<file path="src/rtl/counter_pkg.sv">
// Shared types and defaults for the up/down counter monitor.
package counter_pkg;

  localparam int unsigned COUNT_W = 8;

  typedef enum logic [1:0] {
    StIdle,
    StSync,
    StCheck
  } state_e;

endpackage

</file>
<file path="src/rtl/counter_model.sv">
// Combinational reference of a WIDTH-bit up/down counter: next value and wrap flag.
module counter_model
  import counter_pkg::*;
#(
  parameter int unsigned WIDTH = COUNT_W
) (
  input  logic [WIDTH-1:0] cur,
  input  logic             enable,
  input  logic             up_down,
  output logic [WIDTH-1:0] nxt,
  output logic             wrap
);

  always_comb begin
    nxt  = cur;
    wrap = 1'b0;
    if (enable) begin
      if (up_down) begin
        nxt  = cur + WIDTH'(1);
        wrap = &cur;
      end else begin
        nxt  = cur - WIDTH'(1);
        wrap = ~|cur;
      end
    end
  end

endmodule

</file>
<file path="src/rtl/counter_monitor.sv">
// Locks onto an up/down counter, predicts its count/overflow each cycle and
// records mismatches, first failing values and observed wraps.
module counter_monitor
  import counter_pkg::*;
#(
  parameter int unsigned WIDTH = COUNT_W,
  parameter int unsigned ERR_W = 8
) (
  input  logic             clk,
  input  logic             rst_n,
  input  logic             enable,
  input  logic             up_down,
  input  logic [WIDTH-1:0] count,
  input  logic             overflow,
  input  logic             check_en,
  input  logic             clr_err,
  output logic             locked,
  output logic             mismatch,
  output logic [ERR_W-1:0] err_count,
  output logic [WIDTH-1:0] first_exp,
  output logic [WIDTH-1:0] first_obs,
  output logic [15:0]      wrap_count
);

  state_e           state_q, state_d;
  logic [WIDTH-1:0] exp_q, exp_d;
  logic             exp_ovf_q, exp_ovf_d;
  logic             mismatch_q;
  logic [ERR_W-1:0] err_q;
  logic [WIDTH-1:0] first_exp_q, first_obs_q;
  logic [15:0]      wrap_q;

  logic             fail;
  logic             checking;
  logic [WIDTH-1:0] model_cur, model_nxt;
  logic             model_wrap;

  counter_model #(
    .WIDTH(WIDTH)
  ) u_model (
    .cur    (model_cur),
    .enable (enable),
    .up_down(up_down),
    .nxt    (model_nxt),
    .wrap   (model_wrap)
  );

  always_comb begin
    state_d   = state_q;
    exp_d     = exp_q;
    exp_ovf_d = exp_ovf_q;
    checking  = (state_q == StCheck) && check_en;
    fail      = checking && ((count != exp_q) || (overflow != exp_ovf_q));
    // Predict from the observed count while syncing or after a failure so one
    // fault is reported once.
    model_cur = (checking && !fail) ? exp_q : count;

    unique case (state_q)
      StIdle:  if (check_en) state_d = StSync;
      StSync:  state_d = check_en ? StCheck : StIdle;
      StCheck: if (!check_en) state_d = StIdle;
      default: state_d = StIdle;
    endcase

    if (check_en && (state_q != StIdle)) begin
      exp_d     = model_nxt;
      exp_ovf_d = model_wrap;
    end
  end

  always_ff @(posedge clk) begin
    if (!rst_n) begin
      state_q     <= StIdle;
      exp_q       <= '0;
      exp_ovf_q   <= 1'b0;
      mismatch_q  <= 1'b0;
      err_q       <= '0;
      first_exp_q <= '0;
      first_obs_q <= '0;
      wrap_q      <= '0;
    end else begin
      state_q    <= state_d;
      exp_q      <= exp_d;
      exp_ovf_q  <= exp_ovf_d;
      mismatch_q <= fail;
      if (clr_err) begin
        err_q       <= '0;
        first_exp_q <= '0;
        first_obs_q <= '0;
        wrap_q      <= '0;
      end else begin
        if (fail) begin
          if (err_q != '1) err_q <= err_q + ERR_W'(1);
          if (err_q == '0) begin
            first_exp_q <= exp_q;
            first_obs_q <= count;
          end
        end
        if (checking && overflow && (wrap_q != '1)) wrap_q <= wrap_q + 16'd1;
      end
    end
  end

  assign locked     = (state_q == StCheck);
  assign mismatch   = mismatch_q;
  assign err_count  = err_q;
  assign first_exp  = first_exp_q;
  assign first_obs  = first_obs_q;
  assign wrap_count = wrap_q;

endmodule
</file>
<file path="config.mk">
export PLATFORM = sky130hd
export DESIGN_NAME = counter_monitor
export DESIGN_NICKNAME = d
export VERILOG_FILES = /design/src/rtl/counter_pkg.sv /design/src/rtl/counter_model.sv /design/src/rtl/counter_monitor.sv
export SDC_FILE = /design/constraint.sdc
export NUM_CORES = 1
export LEC_CHECK = 0
export BUFFER_PORTS_ARGS = -buffer_cell sky130_fd_sc_hd__buf_2
export CAP_MARGIN = 30
export CORE_UTILIZATION = 27
export CTS_BUF_LIST = sky130_fd_sc_hd__clkbuf_4 sky130_fd_sc_hd__clkbuf_8 sky130_fd_sc_hd__clkbuf_16
export DETAILED_ROUTE_END_ITERATION = 10
export PLACE_DENSITY_LB_ADDON = 0.15
export RECOVER_POWER = 25
export SYNTH_ARGS = -nofsm -noshare
export SYNTH_HDL_FRONTEND = slang
export SYNTH_SLANG_ARGS = --single-unit
</file>
<file path="constraint.sdc">
create_clock -name clk -period 2.89 [get_ports clk]
set_clock_uncertainty 0.15 [all_clocks]
set_input_delay 0.867 -clock clk [delete_from_list [all_inputs] [get_ports clk]]
set_output_delay 0.867 -clock clk [all_outputs]
set_load 0.1 [all_outputs]
</file>
Yosys cells after proc, flatten, opt, wreduce, memory -nomap -nowiden
Cells that the tools add are included.
{"block": "totals", "output_inout_bits": 42, "register_bits": 52}
{"block": "op_classes", "add_sub_neg": 4, "eq_ne": 8, "mux": 9, "n_reduce_logical": 18, "bitwise_logic": 1}
{"operator": "$mux 8", "n": 3}
{"operator": "$add 16x1->16 const B", "n": 1}
{"operator": "$add 8x1->8 const B", "n": 2}
{"operator": "$ne 16x16->1 const B", "n": 1}
{"operator": "$logic_not 8->1", "n": 1}
{"operator": "$ne 8x8->1", "n": 1}
{"operator": "$ne 8x8->1 const B", "n": 1}
{"operator": "$reduce_and 8->1", "n": 1}
{"operator": "$reduce_or 8->1", "n": 1}
{"operator": "$sub 8x1->8 const B", "n": 1}
{"operator": "$logic_and 1x1->1", "n": 6}
{"operator": "$mux 2", "n": 3}
{"operator": "$pmux 2 s3", "n": 1}
{"operator": "$reduce_and 2->1", "n": 3}
{"operator": "$ne 2x2->1 const B", "n": 2}
{"operator": "$eq 2x1->1 const B", "n": 1}
{"operator": "$eq 2x2->1 const B", "n": 1}
{"operator": "$logic_not 1->1", "n": 2}
{"operator": "$logic_not 2->1", "n": 1}
{"operator": "$mux 1", "n": 2}
{"operator": "$reduce_bool 2->1", "n": 1}
{"operator": "$reduce_or 2->1", "n": 1}
{"operator": "$logic_or 1x1->1", "n": 1}
{"operator": "$ne 1x1->1", "n": 1}
{"operator": "$not 1->1", "n": 1}

Depth between registers and ports, before layout
{"block": "depth", "depth_word": 10, "depth_mapped": 8}

By module
Synthesis repeated with hierarchy kept, for this count alone.
{"block": "hier_totals", "cells_unflattened": 315, "hier_area_um2": 2901.5}
{"module": "counter_monitor", "n_inst": 1, "area_each_um2": 2451.1, "cells_per_inst": 255}
{"module": "counter_model", "n_inst": 1, "area_each_um2": 450.4, "cells_per_inst": 60}

Least setup slack after synthesis
OpenSTA, ideal clock, no wires.
{"block": "synth_path", "kind": "flip-flop to output port", "from": "reg state_q[1]", "to": "out locked", "stages_incl_launch_ff": 2, "required_ns": 1.873, "path_buffers": 0, "path_slack_ns": 0.097, "t_arrival_ns": 1.776, "path_cell_list": "dfxtp_1 nor2b_1"}
{"block": "synth_via", "elab_chain_cells": 1}
{"element": "start: declaration", "line": "counter_monitor.sv:25", "rtl": "state_e state_q, state_d;"}
{"element": "start signal: assignment", "line": "counter_monitor.sv:73", "rtl": "state_q <= StIdle;"}
{"element": "start signal: assignment", "line": "counter_monitor.sv:82", "rtl": "state_q <= state_d;"}
{"element": "$eq 2x2->1", "line": "counter_monitor.sv:104", "rtl": "assign locked = (state_q == StCheck);"}
{"element": "end: declaration", "line": "counter_monitor.sv:17", "rtl": "output logic locked,"}
Every way passes these cells.

Final worst setup path
{"block": "layout_path", "from": "in rst_n", "to": "reg err_q[1] (netlist: err_count[1])"}
{"block": "layout_via", "elab_chain_cells": 2}
{"element": "start: declaration", "line": "counter_monitor.sv:10", "rtl": "input logic rst_n,"}
{"element": "$not 1->1 (no source line)"}
{"element": "$reduce_or 2->1 (no source line)"}
{"element": "end signal: assignment", "line": "counter_monitor.sv:93", "rtl": "if (err_q != '1) err_q <= err_q + ERR_W'(1);"}
{"element": "end: declaration", "line": "counter_monitor.sv:29", "rtl": "logic [ERR_W-1:0] err_q;"}
Every way passes these cells.
A chain may end at the register's enable or synchronous reset.

==> summary.md <==
| Metric | Value |
|---|---|
| Outcome | `finished, final reports clean` |
| Post-cts sizing count | `0` |
| Slew headroom | `21.9%` |
| Max-cap violations | `0` |
| Area post-placement | `0.00331 mm²` |
| Slew @ Worst Pin | `1.18 ns` |
| Pwr per Cell Area | `420 mW/mm²` |
| Final period utilization | `88.1%` |
| Netlist Area Pre-Place | `0.00291 mm²` |
| Gpl congestion | `0.805` |
| Overall power | `1420 µW` |
| Clock slew at reported path FFs | `0.09 ns` |
| Placed insts | `516` |
| Synth Register Bits | `52` |
| Simple-gate share of the synthesized area | `23.9%` |
| RSZ-0062 raised after global routing | `false` |
| Largest family of logic cells by synthesized area | `simple AND/OR/NAND/NOR gates` |
| Inserted Diodes | `0` |
| Via/cell ratio | `5.00` |
| Required @ worst endpoint | `2.99 ns` |
| TritonCTS clock tree | `built` |
| Die Wd | `106 µm` |
| Core Area | `0.0104 mm²` |
| Sequential share of the synthesized area | `35.8%` |
| P&R area growth vs syn | `16.8%` |
| Drc violations | `0` |
| Worst skew pair latency | `0.30 ns` |
| Worst setup SP type | `primary input` |
| Fin nets | `412` |
| Flip-flop and latch area | `0.00104 mm²` |
| Vias | `2621` |
| FP Rows | `37` |
| Main synth FF type | `dfxtp_1` |
| Clock Path Buffers | `2` |
| Hold Violations, Final | `0` |
| Final HPWL DP | `5.66 mm` |
| Die area | `0.0112 mm²` |
| Final setup TNS | `0 ns` |
| Compound-gate portion of the synthesized area | `20.5%` |
| Netlist cell types | `59` |
| Max rail drop VDD | `0.181 mV` |
| Post-synthesis mux area share | `1.08%` |
| Post-synthesis xor/xnor area fraction | `8.74%` |
| Final worst slack | `0.343 ns` |
| All-Layer GR Usage | `13.7%` |
| Syn avg cell area | `8.52 µm²` |
| Layout cells sized above 1 | `19.3%` |
| Fillers | `1150` |
| Pleak | `0.00130 µW` |
| Port Buffers | `56` |
| Die H | `106 µm` |
| Setup CP Type | `in -> reg` |
| Crit path capture type | `flip-flop` |
| Max-slew violation count | `0` |
| Setup Fix Bufs, Post-CTS | `0` |
| GR Overflow Total | `0` |
| Post-Synth Adder-Cell Area | `4.57%` |
| Syn Inst Count | `341` |
| Cts bufs inserted | `5` |
| Most common cell after layout, fill and taps aside | `dfxtp_1` |
| Final std cells w/o fill | `524` |
| Antenna-violating nets left | `0` |
| Per-cell routed wire length | `14.3 µm` |
| Hold Crit Class | `reg -> reg` |
| Post-Layout Inst Area | `0.00339 mm²` |
| Crit path max fanout | `33` |
| Syn_nets | `366` |
| H-tree Lvls | `2` |
| Setup Viol. Count Final | `0` |
| Iter 0 DRT Violations | `104` |
| Initial core utilization | `28.0%` |
| I/O pins | `57` |
| Cts hold-fix bufs | `0` |
| Ys Warns | `0` |
| Routed Wire Length | `7.50 mm` |
| Clk sinks | `52` |
| Ys async rst share | `0%` |
| Crit path DAT | `2.64 ns` |
| Clock root buffer | `clkbuf_8` |
| Post-place setup slack | `0.0555 ns` |
| EDFF count, synth | `0` |
| Multi-input gate area | `0.00171 mm²` |
| Largest net degree at the start of global routing | `34` |
| Most frequent cells in the layout | `dfxtp_1, buf_2, nor2_1` |
| FMAX | `0.393 GHz` |
| Drt first pass iters | `4` |
| Min Tclk post-route | `2.55 ns` |
| First-pass GRT wire length | `12.4 mm` |
| Initial antenna violation count | `0` |
| Number of global-route vias before repair | `2444` |
## synthesized netlist by cell type (10+ instances only)
library cell / count / area (µm²)
nand3_1: 25 / 125
o21ai_0: 15 / 75.1
nor3_1: 10 / 50.1
a21oi_1: 23 / 115
o21ai_1: 10 / 50.1
dfxtp_1: 52 / 1040
clkbuf_1: 15 / 56.3
nand4_1: 11 / 68.8
nor2_1: 26 / 97.6
nand2_1: 20 / 75.1
xor2_1: 11 / 96.3
xnor2_1: 18 / 158
## area by class of cell
type | instances | area share, %
Clock inverter | 2 | 1.03
Inverter | 9 | 0.996
Clock buffer | 6 | 2.25
Multi-Input combinational cell | 255 | 50.4
Sequential cell | 52 | 30.7
Timing Repair Buffer | 64 | 9.63
Tap cell | 136 | 5.02
## worst max-delay path, cell delays in order
cell	delay, ns
clkbuf_1	0.46
nand2b_1	0.33
clkbuf_2	0.50
a211oi_1	0.37
a41o_1	0.12
## registers in the layout, summed over array words and instances (netlist names), named ones only
| register | flops |
|---|---|
| exp_ovf_q | 1 |
| mismatch | 1 |
| err_count | 8 |
| first_obs | 8 |
| first_exp | 8 |
| state_q | 2 |
| wrap_count | 16 |
| exp_q | 7 |
## logic make-up (layout without fill, tap and decap cells)
logic type / after synthesis / count (layout)
buffers and inverters: 34 / 81
flip-flops: 52 / 52
adder cells (fa/ha/maj): 10 / 10
AO/OA/AOI/OAI: 87 / 87
AND/OR/NAND/NOR: 126 / 126
XOR/XNOR: 29 / 29
multiplexers: 3 / 3
## power by group
group	switching, µW	internal, µW
Clock	240	267
Combinational	117	65.5
Sequential	9.45	725
## through the flow
step           util, %  hold slack (ns)
6_report          32.7            0.328
3_5_place_dp      31.9            0.317
2_1_floorplan        -            0.319
5_1_grt           32.7            0.358
3_3_place_gp      31.9            0.314
4_1_cts           33.0            0.331
## metal layers
layer | global-route usage [%] | share of wire [%]
met5 | 0 | 0
met2 | 22.8 | 45
met4 | 3.57 | 0.68
met1 | 18.5 | 52
met3 | 1.79 | 2.4
## final timing paths
path	endpoint	slack, ns	cells after the start	start
max reg2reg	first_exp[5]	0.79	4	state_q[1]
min reg2reg	first_exp[7]	0.33	2	first_exp[7]
min	first_exp[7]	0.33	2	first_exp[7]
max	err_count[1]	0.34	5	rst_n
(Power assumes the default switching activity.)
